--- src/rtl/dmem_arbiter.sv ---
// Round-robin arbiter and access sequencer sharing one data memory between
// the MEM stage (port 0) and the debug/loader port (port 1).
module dmem_arbiter #(
  parameter int LATENCY = 1,
  parameter int ADDR_W  = 32,
  parameter int DATA_W  = 32
) (
  input  logic              clk_i,
  input  logic              rst_i,
  input  logic              req0_i,
  input  logic              we0_i,
  input  logic [ADDR_W-1:0] addr0_i,
  input  logic [DATA_W-1:0] wdata0_i,
  output logic              ack0_o,
  output logic [DATA_W-1:0] rdata0_o,
  output logic              stall0_o,
  input  logic              req1_i,
  input  logic              we1_i,
  input  logic [ADDR_W-1:0] addr1_i,
  input  logic [DATA_W-1:0] wdata1_i,
  output logic              ack1_o,
  output logic [DATA_W-1:0] rdata1_o,
  output logic [ADDR_W-1:0] mem_addr_o,
  output logic [DATA_W-1:0] mem_wdata_o,
  output logic              mem_wr_o,
  output logic              mem_rd_o,
  input  logic [DATA_W-1:0] mem_rdata_i,
  output logic              busy_o
);

  localparam int LAT_EFF = (LATENCY < 1) ? 1 : LATENCY;
  localparam int CNT_W   = (LAT_EFF > 1) ? $clog2(LAT_EFF) : 1;
  localparam logic [CNT_W-1:0] CNT_LOAD = CNT_W'(LAT_EFF - 1);

  typedef enum logic [1:0] {IDLE, ACCESS, RESP} state_t;

  state_t            state, state_next;
  logic              last_grant;
  logic              grant_id;
  logic              winner;
  logic              lat_we;
  logic [ADDR_W-1:0] lat_addr;
  logic [DATA_W-1:0] lat_wdata;
  logic [CNT_W-1:0]  count;
  logic [DATA_W-1:0] rdata0, rdata1;

  // On a tie the port that did not win last time is served.
  always_comb begin
    winner = 1'b0;
    if (req0_i && req1_i) winner = ~last_grant;
    else                  winner = req1_i;
  end

  always_comb begin
    state_next = state;
    case (state)
      IDLE:    if (req0_i || req1_i) state_next = ACCESS;
      ACCESS:  if (count == '0) state_next = RESP;
      RESP:    state_next = IDLE;
      default: state_next = IDLE;
    endcase
  end

  always_ff @(posedge clk_i or posedge rst_i) begin
    if (rst_i) state <= IDLE;
    else       state <= state_next;
  end

  always_ff @(posedge clk_i or posedge rst_i) begin
    if (rst_i) begin
      last_grant <= 1'b1;
      grant_id   <= 1'b0;
      lat_we     <= 1'b0;
      lat_addr   <= '0;
      lat_wdata  <= '0;
      count      <= '0;
      rdata0     <= '0;
      rdata1     <= '0;
    end else begin
      case (state)
        IDLE: begin
          if (req0_i || req1_i) begin
            grant_id  <= winner;
            lat_we    <= winner ? we1_i    : we0_i;
            lat_addr  <= winner ? addr1_i  : addr0_i;
            lat_wdata <= winner ? wdata1_i : wdata0_i;
            count     <= CNT_LOAD;
          end
        end
        ACCESS: begin
          if (count != '0) count <= count - 1'b1;
          else if (!lat_we) begin
            if (grant_id) rdata1 <= mem_rdata_i;
            else          rdata0 <= mem_rdata_i;
          end
        end
        RESP:    last_grant <= grant_id;
        default: ;
      endcase
    end
  end

  // Memory strobes derive from state and latched fields only, so reset
  // drops them immediately and the req inputs cannot glitch them.
  assign mem_addr_o  = (state == ACCESS) ? lat_addr  : '0;
  assign mem_wdata_o = (state == ACCESS) ? lat_wdata : '0;
  assign mem_wr_o    = (state == ACCESS) &  lat_we;
  assign mem_rd_o    = (state == ACCESS) & ~lat_we;

  assign ack0_o   = (state == RESP) & ~grant_id;
  assign ack1_o   = (state == RESP) &  grant_id;
  assign stall0_o = req0_i & ~ack0_o;
  assign busy_o   = (state != IDLE);
  assign rdata0_o = rdata0;
  assign rdata1_o = rdata1;

endmodule

--- config.mk ---
export PLATFORM = sky130hd
export DESIGN_NAME = dmem_arbiter
export DESIGN_NICKNAME = d
export VERILOG_FILES = /design/src/rtl/dmem_arbiter.sv
export SDC_FILE = /design/constraint.sdc
export NUM_CORES = 1
export LEC_CHECK = 0
export ABC_AREA = 1
export ABC_CLOCK_PERIOD_IN_PS = 8900
export CAP_MARGIN = 30
export CORE_AREA = 2 2 91 181
export DETAILED_ROUTE_END_ITERATION = 8
export DIE_AREA = 0 0 93 183
export DONT_BUFFER_PORTS = 1
export GPL_TIMING_DRIVEN = 0
export MAX_ROUTING_LAYER = met4
export PLACE_DENSITY = 0.66
export SLEW_MARGIN = 20
export SYNTH_ARGS = -nofsm -noshare
export SYNTH_HDL_FRONTEND = slang
export SYNTH_SLANG_ARGS = --single-unit
--- constraint.sdc ---
create_clock -name clk_i -period 8.9 [get_ports clk_i]
set_input_delay 1.78 -clock clk_i [delete_from_list [all_inputs] [get_ports clk_i]]
set_output_delay 1.78 -clock clk_i [all_outputs]
set_load 0.02 [all_outputs]
==> impl_metrics.toml <==
[yosys]
synth.net_count = 1167
post-synth-top-area-fraction = 0.476
synth_warnings = 0
netlist_top_cells_area = "sky130_fd_sc_hd__dfrtp_1 (48%), sky130_fd_sc_hd__nand2_1 (18%), sky130_fd_sc_hd__nand3_1 (12%), sky130_fd_sc_hd__inv_1 (11%), sky130_fd_sc_hd__nor2_1 (3.9%)"
syn-mean-instance-area_um2 = 6.94
synth.lib_cells_used.distinct = 15
netlist_instances = 1001
sequential_element_share_of_the_synthesized_area = 0.479
mappedNetlistArea_um2 = 6940
yosys_register_bits = 133
synthDominantAreaCellType = "sky130_fd_sc_hd__dfrtp_1"

[setup_path]
reg2regPathDepth = 7
timing.rr.start = "last_grant$_DFFE_PP1N_"
setup.worst_path.end_class = "primary output"
path_class = "flop to primary output"
worst-path-max-fanout = 10
start_kind = "flop"
crit_path_arrival_time_ps = 2100
timing.critical_path.required_ps = 7120
critical_path.startpoint = "state[1]$_DFFE_PP0P_"

[pwr]
power_density_nw_per_um2 = 401
vdd_ir_drop_max_uv = 172
leakage_nw = 4.62

[routing]
detail_route.iter0.violations = 242
route.vias.total = 6239
drt_drc_violations_left = 0
wl_per_cell_um = 15.8
drt_first_pass_iters = 5
detail_route.wirelength_mm = 19.5
route.antenna.remaining_nets = 0
drt_via_density = 5.05

[sta]
finalSetupViolCount = 0
max_slew.worst_pin.slew_ps = 611
timing.final.max_slew_violations = 0
hold_viol_final = 0
maxClockFrequency_mhz = 258
finalCriticalPeriod_ps = 3880
slew-limit-headroom = 0.592
fin_crit_sh = 0.436
clock_skew_ps = 11.9
rsz0062_at_grt = "false"
setup-tns-final_ps = 0

[clock_network]
post_cts.resized_instances = 0
cts_buffer_depth = 2
cts.clk_slew.worst_paths_ps = 60
htree_num_levels = 4
tritoncts = "yes"
post-cts-setup-buffers = 0
cts-root-buf = "sky130_fd_sc_hd__clkbuf_16"
holdBufCountCts = 0
insertion_delay_ps = 420
tritoncts.num_buffers = 17
clock_sink_count = 133

[finish]
final_cell_count_no_fill = 1235
fillCellCount = 1600
number_of_diodes_added_for_antenna_fixing = 0
syn_to_layout_area_delta_pct = 12.6
final_nets = 1187
most_frequent_cells_in_the_layout = "sky130_fd_sc_hd__nand2_1 (330), sky130_fd_sc_hd__inv_1 (199), sky130_fd_sc_hd__nand3_1 (163)"
layout-drive-gt1-share = 0.0735
mostFrequentLayoutCell = "sky130_fd_sc_hd__nand2_1"

[min_path]
worst_min_delay_path_class = "flop to flop"
hold-path-cell-count = 2
min_from = "lat_wdata[7]$_DFFE_PP0P_"

[floorplan]
chipHeight_um = 183
placeableCoreArea_um2 = 15600
area_enclosed_by_the_die_boundary_um2 = 17000
fp.dieW_um = 93
placement_rows = 65
floorplan.io_pins = 300
initial_utilization = 0.445

[global_route]
grt_pass1_vias = 5973
first_pass_grt_wire_length_mm = 30.8
maximum_number_of_pins_on_one_net_before_global_route_repair = 72
grt_overflow_total = 0
global_route.usage.total = 0.239
initial_antenna_violation_count = 0

[place]
portBuffers = 0
placed_cells_incl_taps = 1203
place_congestion = 0.813
post-dp-hpwl_mm = 14.6

[job]
max_cap_check_violation_count = 0

[run_status]
status = "finished, final reports clean"
-- logic make-up after synthesis --
group | Yosys count | share of synthesized area
buf+inv | 266 | 0.153
compound gates | 4 | 0.00288
simple gates | 598 | 0.365
flops | 133 | 0.479
-- synth_stat cells --
library cell	n
sky130_fd_sc_hd__buf_1	1
sky130_fd_sc_hd__buf_2	37
sky130_fd_sc_hd__buf_4	5
sky130_fd_sc_hd__clkbuf_1	22
sky130_fd_sc_hd__dfrtp_1	132
sky130_fd_sc_hd__dfstp_2	1
sky130_fd_sc_hd__inv_1	200
sky130_fd_sc_hd__inv_2	1
sky130_fd_sc_hd__nand2_1	330
sky130_fd_sc_hd__nand3_1	163
sky130_fd_sc_hd__nand4_1	32
sky130_fd_sc_hd__nor2_1	72
sky130_fd_sc_hd__nor2_2	1
sky130_fd_sc_hd__o21ai_0	3
sky130_fd_sc_hd__o21ai_1	1
-- area by class of cell --
type                    instances  area, µm²  area share
multi-input cells             602       2550       0.326
inverters                     201        762      0.0974
well taps                     201        251      0.0322
clock buffers                  20        437      0.0558
repair buffers                  1       27.5     0.00352
clock inverters                12        154      0.0197
flip-flops and latches        133       3330       0.426
plain buffers                  65        309      0.0395
-- per-layer routing --
metal  vias up  wire [µm]  GRT usage
met3        31       1400     0.0505
met4         0        421     0.0841
li1       3043          -          -
met2       286       9690      0.388
met1      2879       8020      0.295
met5         -          0          -
-- where the power goes --
group	switching, mW	leakage, nW	total (mW)	internal, mW
Combinational	0.825	2.72	1.13	0.309
Sequential	0.380	1.62	1.29	0.912
Clock	0.266	0.281	0.707	0.441
-- flip-flops by register name, summed over array words and instances, names as in the netlist --
| signal | cells |
|---|---|
| grant_id | 1 |
| last_grant | 1 |
| lat_addr | 32 |
| lat_wdata | 32 |
| lat_we | 1 |
| rdata0_o | 32 |
| rdata1_o | 32 |
| state | 2 |
-- critical path: stages, from the launching register on --
cell                      delay, ps
sky130_fd_sc_hd__dfrtp_1        430
sky130_fd_sc_hd__nor2_2         260
sky130_fd_sc_hd__inv_1          100
sky130_fd_sc_hd__buf_2          240
sky130_fd_sc_hd__buf_2          240
sky130_fd_sc_hd__nor2_1         400
-- metrics by stage --
step	hold WS (ps)	setup WS (ps)	power (mW)	cell area [µm²]	utilization
2_1_floorplan	449	3570	2.12	6940	-
3_3_place_gp	462	2100	2.41	7200	0.461
3_5_place_dp	465	5100	2.44	7230	0.463
4_1_cts	480	4980	3.16	7820	0.501
5_1_grt	492	4910	3.37	7820	0.501
6_report	477	5020	3.13	7820	0.501
-- final timing paths --
path / slack (ps) / endpoint
setup / recovery: 5020 / mem_addr_o[28]
hold / removal: 480 / lat_wdata[7]$_DFFE_PP0P_
setup reg to reg: 7170 / lat_addr[3]$_DFFE_PP0P_
hold reg to reg: 480 / lat_wdata[7]$_DFFE_PP0P_
max in group asynchronous: 6930 / last_grant$_DFFE_PP1N_
min in group asynchronous: 1230 / rdata1_o[15]$_DFFE_PP0P_
No activity file was read; power rests on OpenSTA's default activity.
